File: src/rtl/turbosound_pkg.sv
// Shared types, widths and helpers for the TurboSound output mixer.
package turbosound_pkg;

  typedef enum logic [2:0] {
    ST_IDLE = 3'd0,
    ST_SUM  = 3'd1,
    ST_DCL  = 3'd2,
    ST_DCR  = 3'd3,
    ST_OUT  = 3'd4
  } state_t;

  localparam logic [1:0] STEREO_MONO = 2'd0;
  localparam logic [1:0] STEREO_ABC  = 2'd1;
  localparam logic [1:0] STEREO_ACB  = 2'd2;

  localparam int PSG_W  = 8;
  localparam int FM_W   = 11;
  localparam int SIDE_W = 10;
  localparam int TERM_W = 18;
  localparam int Y_W    = 30;
  localparam int FRAC   = 8;
  localparam int OUT_W  = 16;
  localparam int PSG_SH = 4;
  localparam int FM_SH  = 3;

  localparam int SAT_MAX = 32767;
  localparam int SAT_MIN = -32768;

  // Per-chip channel snapshot; fm is two's complement.
  typedef struct packed {
    logic [PSG_W-1:0] a;
    logic [PSG_W-1:0] b;
    logic [PSG_W-1:0] c;
    logic [FM_W-1:0]  fm;
  } chip_snap_t;

  // PSG level sum for one side; mode 3 falls through to the ABC layout.
  function automatic logic [SIDE_W-1:0] side_sum(input logic [1:0]       mode,
                                                 input logic             right,
                                                 input logic [PSG_W-1:0] a,
                                                 input logic [PSG_W-1:0] b,
                                                 input logic [PSG_W-1:0] c);
    logic [SIDE_W-1:0] ea, eb, ec;
    ea = SIDE_W'(a);
    eb = SIDE_W'(b);
    ec = SIDE_W'(c);
    case (mode)
      STEREO_MONO: side_sum = ea + eb + ec;
      STEREO_ACB:  side_sum = right ? (eb << 1) + ec : (ea << 1) + ec;
      default:     side_sum = right ? (ec << 1) + eb : (ea << 1) + eb;
    endcase
  endfunction

endpackage

File: src/rtl/turbosound_mixer_dc_step.sv
// dc_step: one combinational DC-blocker update plus output saturation.
// Shared by both stereo sides; the caller muxes in the side's state.
module dc_step
  import turbosound_pkg::*;
#(
  parameter int DC_SHIFT = 10
) (
  input  logic signed [TERM_W-1:0] x_i,
  input  logic signed [TERM_W-1:0] x_prev_i,
  input  logic signed [Y_W-1:0]    y_i,
  input  logic                     en_i,
  output logic signed [Y_W-1:0]    y_o,
  output logic signed [OUT_W-1:0]  out_o
);

  localparam int DW = TERM_W + 1;

  function automatic logic signed [OUT_W-1:0] sat_out(input logic signed [Y_W-1:0] v);
    if (v > $signed(Y_W'(SAT_MAX)))      sat_out = OUT_W'(SAT_MAX);
    else if (v < $signed(Y_W'(SAT_MIN))) sat_out = OUT_W'(SAT_MIN);
    else                                 sat_out = v[OUT_W-1:0];
  endfunction

  logic signed [DW-1:0]  diff;
  logic signed [Y_W-1:0] diff_sh;
  logic signed [Y_W-1:0] leak;
  logic signed [Y_W-1:0] y_int;

  // Leaky integrator of input differences; bypass reloads y from x.
  always_comb begin
    diff    = DW'(x_i) - DW'(x_prev_i);
    diff_sh = Y_W'(diff) <<< FRAC;
    leak    = y_i >>> DC_SHIFT;
    if (en_i) y_o = y_i - leak + diff_sh;
    else      y_o = Y_W'(x_i) <<< FRAC;
    y_int = y_o >>> FRAC;
    out_o = sat_out(y_int);
  end

endmodule

File: src/rtl/turbosound_mixer.sv
// turbosound_mixer: snapshots both ym2203 chips on a sample strobe, mixes
// PSG and FM into left/right through one shared accumulator, then runs a
// shared DC blocker per side and registers saturated 16-bit outputs.
module turbosound_mixer
  import turbosound_pkg::*;
#(
  parameter int DC_SHIFT = 10
) (
  input  logic                    CLK,
  input  logic                    RESET,
  input  logic                    CE_SAMPLE,
  input  logic [1:0]              STEREO,
  input  logic [1:0]              CHIP_ENA,
  input  logic                    DCF_EN,
  input  logic [PSG_W-1:0]        PSG0_A,
  input  logic [PSG_W-1:0]        PSG0_B,
  input  logic [PSG_W-1:0]        PSG0_C,
  input  logic [PSG_W-1:0]        PSG1_A,
  input  logic [PSG_W-1:0]        PSG1_B,
  input  logic [PSG_W-1:0]        PSG1_C,
  input  logic [FM_W-1:0]         FM0,
  input  logic [FM_W-1:0]         FM1,
  output logic signed [OUT_W-1:0] OUT_L,
  output logic signed [OUT_W-1:0] OUT_R,
  output logic                    OUT_VALID,
  output logic                    OVERRUN
);

  state_t     state_q, state_d;
  logic [2:0] step_q, step_d;

  chip_snap_t snap_q [2];
  logic [1:0] mode_q;
  logic [1:0] ena_q;
  logic       dcf_q;

  logic snap_en, acc_en, acc_clr, save_xl, dc_left, dc_right, out_en;

  logic                     chip_sel, fm_sel, right_sel;
  logic [SIDE_W-1:0]        side;
  logic signed [TERM_W-1:0] term, acc_base, acc_d, acc_q, xl_q;
  logic signed [TERM_W-1:0] xprev_l_q, xprev_r_q;
  logic signed [Y_W-1:0]    y_l_q, y_r_q;
  logic signed [OUT_W-1:0]  res_l_q, res_r_q;

  logic signed [TERM_W-1:0] dc_x, dc_xp;
  logic signed [Y_W-1:0]    dc_yin, dc_y;
  logic signed [OUT_W-1:0]  dc_out;

  // State and step counter; reset abandons any sample in flight.
  always_ff @(posedge CLK) begin
    if (RESET) begin
      state_q <= ST_IDLE;
      step_q  <= '0;
    end else begin
      state_q <= state_d;
      step_q  <= step_d;
    end
  end

  // Sequence: IDLE -> 8 SUM steps -> DCL -> DCR -> OUT -> IDLE.
  always_comb begin
    state_d = state_q;
    step_d  = '0;
    case (state_q)
      ST_IDLE: if (CE_SAMPLE) state_d = ST_SUM;
      ST_SUM: begin
        step_d = step_q + 3'd1;
        if (step_q == 3'd7) state_d = ST_DCL;
      end
      ST_DCL:  state_d = ST_DCR;
      ST_DCR:  state_d = ST_OUT;
      ST_OUT:  state_d = ST_IDLE;
      default: state_d = ST_IDLE;
    endcase
  end

  // Datapath strobes decoded from the current state.
  always_comb begin
    snap_en  = 1'b0;
    acc_en   = 1'b0;
    acc_clr  = 1'b0;
    save_xl  = 1'b0;
    dc_left  = 1'b0;
    dc_right = 1'b0;
    out_en   = 1'b0;
    case (state_q)
      ST_IDLE: snap_en = CE_SAMPLE;
      ST_SUM: begin
        acc_en  = 1'b1;
        acc_clr = (step_q[1:0] == 2'd0);
        save_xl = (step_q == 3'd4);
      end
      ST_DCL:  dc_left  = 1'b1;
      ST_DCR:  dc_right = 1'b1;
      ST_OUT:  out_en   = 1'b1;
      default: ;
    endcase
  end

  // Term select: step bit2 = side, bit1 = chip, bit0 = FM vs PSG.
  always_comb begin
    right_sel = step_q[2];
    chip_sel  = step_q[1];
    fm_sel    = step_q[0];
    side      = side_sum(mode_q, right_sel, snap_q[chip_sel].a,
                         snap_q[chip_sel].b, snap_q[chip_sel].c);
    if (!ena_q[chip_sel])
      term = '0;
    else if (fm_sel)
      term = TERM_W'($signed(snap_q[chip_sel].fm)) <<< FM_SH;
    else
      term = $signed(TERM_W'(side) << PSG_SH);
    acc_base = acc_clr ? TERM_W'(0) : acc_q;
    acc_d    = acc_base + term;
  end

  // Input snapshot, captured only when a strobe is accepted.
  always_ff @(posedge CLK) begin
    if (snap_en) begin
      snap_q[0] <= {PSG0_A, PSG0_B, PSG0_C, FM0};
      snap_q[1] <= {PSG1_A, PSG1_B, PSG1_C, FM1};
      mode_q    <= STEREO;
      ena_q     <= CHIP_ENA;
      dcf_q     <= DCF_EN;
    end
  end

  // Shared filter inputs: left uses the saved x_l, right the live accumulator.
  always_comb begin
    dc_x   = dc_right ? acc_q     : xl_q;
    dc_xp  = dc_right ? xprev_r_q : xprev_l_q;
    dc_yin = dc_right ? y_r_q     : y_l_q;
  end

  dc_step #(
    .DC_SHIFT(DC_SHIFT)
  ) u_dc_step (
    .x_i     (dc_x),
    .x_prev_i(dc_xp),
    .y_i     (dc_yin),
    .en_i    (dcf_q),
    .y_o     (dc_y),
    .out_o   (dc_out)
  );

  // Accumulator, left-sum holding register and per-side filter state.
  always_ff @(posedge CLK) begin
    if (RESET) begin
      acc_q     <= '0;
      xl_q      <= '0;
      xprev_l_q <= '0;
      xprev_r_q <= '0;
      y_l_q     <= '0;
      y_r_q     <= '0;
    end else begin
      if (acc_en)  acc_q <= acc_d;
      if (save_xl) xl_q  <= acc_q;
      if (dc_left) begin
        y_l_q     <= dc_y;
        xprev_l_q <= xl_q;
      end
      if (dc_right) begin
        y_r_q     <= dc_y;
        xprev_r_q <= acc_q;
      end
    end
  end

  // Saturated side results held until both sides are ready.
  always_ff @(posedge CLK) begin
    if (dc_left)  res_l_q <= dc_out;
    if (dc_right) res_r_q <= dc_out;
  end

  // Registered outputs, valid pulse and overrun flag.
  always_ff @(posedge CLK) begin
    if (RESET) begin
      OUT_L     <= '0;
      OUT_R     <= '0;
      OUT_VALID <= 1'b0;
      OVERRUN   <= 1'b0;
    end else begin
      OUT_VALID <= out_en;
      OVERRUN   <= CE_SAMPLE && (state_q != ST_IDLE);
      if (out_en) begin
        OUT_L <= res_l_q;
        OUT_R <= res_r_q;
      end
    end
  end

endmodule

File: config.mk
export PLATFORM = sky130hd
export DESIGN_NAME = turbosound_mixer
export DESIGN_NICKNAME = d
export VERILOG_FILES = /design/src/rtl/turbosound_pkg.sv /design/src/rtl/turbosound_mixer_dc_step.sv /design/src/rtl/turbosound_mixer.sv
export SDC_FILE = /design/constraint.sdc
export NUM_CORES = 1
export LEC_CHECK = 0
export CAP_MARGIN = 40
export CORE_MARGIN = 2
export CORE_UTILIZATION = 40
export DETAILED_ROUTE_END_ITERATION = 6
export HOLD_SLACK_MARGIN = 0.08
export SLEW_MARGIN = 20
export SYNTH_ARGS = -nofsm -noshare
export SYNTH_HDL_FRONTEND = slang
export SYNTH_SLANG_ARGS = --single-unit
File: constraint.sdc
create_clock -name CLK -period 9.29 [get_ports CLK]
set_input_delay 1.3935 -clock CLK [delete_from_list [all_inputs] [get_ports CLK]]
set_output_delay 1.3935 -clock CLK [all_outputs]
set_load 0.01 [all_outputs]
==> flow_summary.toml <==
[cts]
cts_setup_buffers = 0
clk_pin_slew_ns = 0.06
cts_sinks = 267
cts.htree.levels = 1
clk_latency_ns = 0.57
clockBufferDepth = 3
ctsHoldBuffers = 0
cts_root_buf = "clkbuf_16"
ctsResizeCount = 0
cts_tree = "built"
cts_made_buffers = 30

[placement]
place_inst = 2241
dp_hpwl_um = 28100
dpl_cell_area_mm2 = 0.0168
port_buffers = 111
place_congestion = 0.902

[sta]
fin_skew_ns = 0.00851
relSlewSlack_pct = 41.9
finalSetupViolCount = 0
worstMarginPinSlew_ns = 0.862
slew_violations = 0
fin_setup_tns_ns = 0
period_minus_slack_ns = 7.81
fmax_ghz = 0.128
finalHoldWorstSlack_ns = 0.451
rsz0062_at_grt = "no"
hold_viol_final = 0
period_share_pct = 84.1

[floorplanning]
ios = 112
fp.coreArea_mm2 = 0.0376
die_x_um = 199
dieArea_mm2 = 0.0396
initial_core_util_pct = 40.4
die_y_um = 199
num_rows = 71

[synth]
syn_area_mm2 = 0.0152
yosysMostFrequentCell = "nand2_1"
synthesis.nets = 1889
synth_edf_count = 107
ys_seq_area_share_pct = 42.2
synth_top_area_share_pct = 21.1
synth_top_cell_by_area = "edfxtp_1"
syn_area_per_cell_um2 = 9.00
synth_cell_type_count = 69
synth_common_cells = "nand2_1 (329), a21oi_1 (175), dfxtp_1 (160)"
async_reset_ff_share_pct = 0
yosys_register_bits = 267
netlist_top_cells_area = "edfxtp_1 (21%), dfxtp_1 (21%), nand2_1 (8.1%)"
synthCells = 1688
ys_warn_count = 0
synthFlopType = "dfxtp_1"

[setup_path]
path_class = "flop to flop"
cp.required_ns = 9.57
critPathLaunchType = "flop"
reg2reg_from = "state_q[0]"
arrival_ns = 8.09
startpoint = "state_q[0]"
crit_fanout = 32
worst_setup_path_end_kind = "flop"

[global_route]
grt_max_degree = 80
grt_remaining_overflow = 0
grt_usage_pct = 19.4
grt_pass1_vias = 11400
grt_pass1_wl_um = 60900
antenna_found_initial = 0

[routing]
wl_per_cell_um = 16.6
routed_wl_um = 38100
viasPerCell = 5.22
vias = 12000
drtAntennaViolNets = 0
firstDrtPassIters = 5
drt_iter0_markers = 708
remaining_drc_errors = 0

[run]
drv_cap = 0

[layout]
ff_latch_area_mm2 = 0.00642
layout-drive-gt1-share_pct = 7.27
fillers = 3581
fin_area_mm2 = 0.0179
layout.nets = 1965
area_growth_pct = 17.6
n_antenna_cell = 0
multiInputGateArea_mm2 = 0.00816
fin_cells = 2298

[worst_hold_path]
worstHoldStart = "xprev_r_q[14]"
hold_path.class = "flop to flop"

[power_and_ir_drop]
p_leak_nw = 6.86
p_per_area_mw_per_mm2 = 154
ir_worst_vdd_mv = 0.169

[run_status]
status = "completed"
-- cell families (layout without fill, tap and decap cells) --
group	after synthesis	after routing	synth area share [%]
adder cells (fa/ha/maj)	124	124	11.8
flip-flops	267	267	42.2
AND/OR/NAND/NOR	622	622	17.7
XOR/XNOR	50	50	2.88
multiplexers	72	72	4.97
AO/OA/AOI/OAI	387	387	16.3
buffers and inverters	166	265	4.15
-- flip-flops by register name, indices dropped and copies added, names as in the netlist, 2 cells and up --
name,flops
ena_q,2
y_r_q,30
res_r_q,16
OUT_R,16
mode_q,2
xprev_r_q,15
state_q,3
step_q,3
acc_q,15
res_l_q,16
OUT_L,16
xl_q,15
snap_q,70
xprev_l_q,15
y_l_q,30
-- stage by stage --
step | utilization (%) | setup WS, ns | total power (W)
floorplan | - | 2.15 | 0.00149
global placement | 44.5 | 1.75 | 0.00158
detailed placement | 44.8 | 1.55 | 0.00159
CTS | 47.5 | 1.52 | 0.00279
global route | 47.6 | 0.868 | 0.00287
finish | 47.6 | 1.48 | 0.00275
-- path summary, 6_finish.rpt --
check	to	slack [ns]	cells after the start
setup reg to reg	res_l_q[2]	1.48	27
hold / removal	xprev_r_q[14]	0.45	2
hold reg to reg	xprev_r_q[14]	0.45	2
setup / recovery	res_l_q[2]	1.48	27
-- per-layer routing --
metal  GRT usage [%]  wire length, µm
met5               0                0
met2            34.0            18700
met3            2.37             1260
met4            5.14              990
met1            25.1            17200
-- layout by cell type (no fill, tap or decap), types with 5 or more instances in the layout --
cell,netlist,final
nand2_1,329,329
nand2b_1,9,9
o21ai_0,38,38
o21bai_1,14,14
mux2_2,28,28
o21ai_1,5,5
mux2i_1,44,44
a21boi_0,5,5
nor2_1,141,141
a22oi_2,10,10
a21o_1,22,22
ha_1,91,91
dfxtp_1,160,159
clkinv_2,0,7
nor3_1,25,25
fa_1,32,32
nand3_1,32,32
nor2b_1,24,24
clkdlybuf4s50_1,0,110
inv_1,74,74
clkbuf_8,0,8
xor2_1,12,12
a211oi_1,57,57
or3_1,15,15
nand3b_1,7,7
buf_4,0,15
and3_1,7,7
nor3b_1,5,5
xnor2_1,38,38
a21oi_1,175,175
o21a_1,10,10
and2_1,8,7
clkbuf_16,0,32
edfxtp_1,107,107
o211ai_1,10,10
o31ai_1,5,5
a31oi_1,6,6
-- final cells by class --
type | count | area share, %
multi-input cells | 1255 | 45.6
flip-flops and latches | 267 | 35.9
repair buffers | 134 | 7.64
clock buffers | 46 | 5.24
well taps | 511 | 3.58
clock inverters | 9 | 0.420
inverters | 76 | 1.60
-- power by group --
part	leakage, nW	internal [W]	switching (W)
logic	4.06	0.000137	0.000158
clock network	0.511	0.000717	0.000472
registers	2.30	0.00125	0.0000156
total	6.86	0.00211	0.000645
-- critical path, stage by stage (launching register included) --
cell,delay [ns]
dfxtp_1,0.45
nand3b_1,0.17
clkinv_2,0.25
buf_4,0.40
nand2_1,0.13
a21boi_0,0.17
ha_1,0.28
fa_1,0.41
nor2b_1,0.13
o21a_1,0.16
o21ai_0,0.10
a21o_1,0.22
a21oi_1,0.24
o2111a_1,0.22
and3b_1,0.19
or3_1,0.38
xnor2_1,0.15
fa_1,0.48
inv_1,0.04
ha_1,0.33
a21oi_1,0.27
or3b_1,0.40
o21a_1,0.20
a311oi_1,0.35
mux2i_1,0.35
and4_1,0.73
nor2b_1,0.22
o21ai_1,0.08
Power figures use the tool's default switching activity.
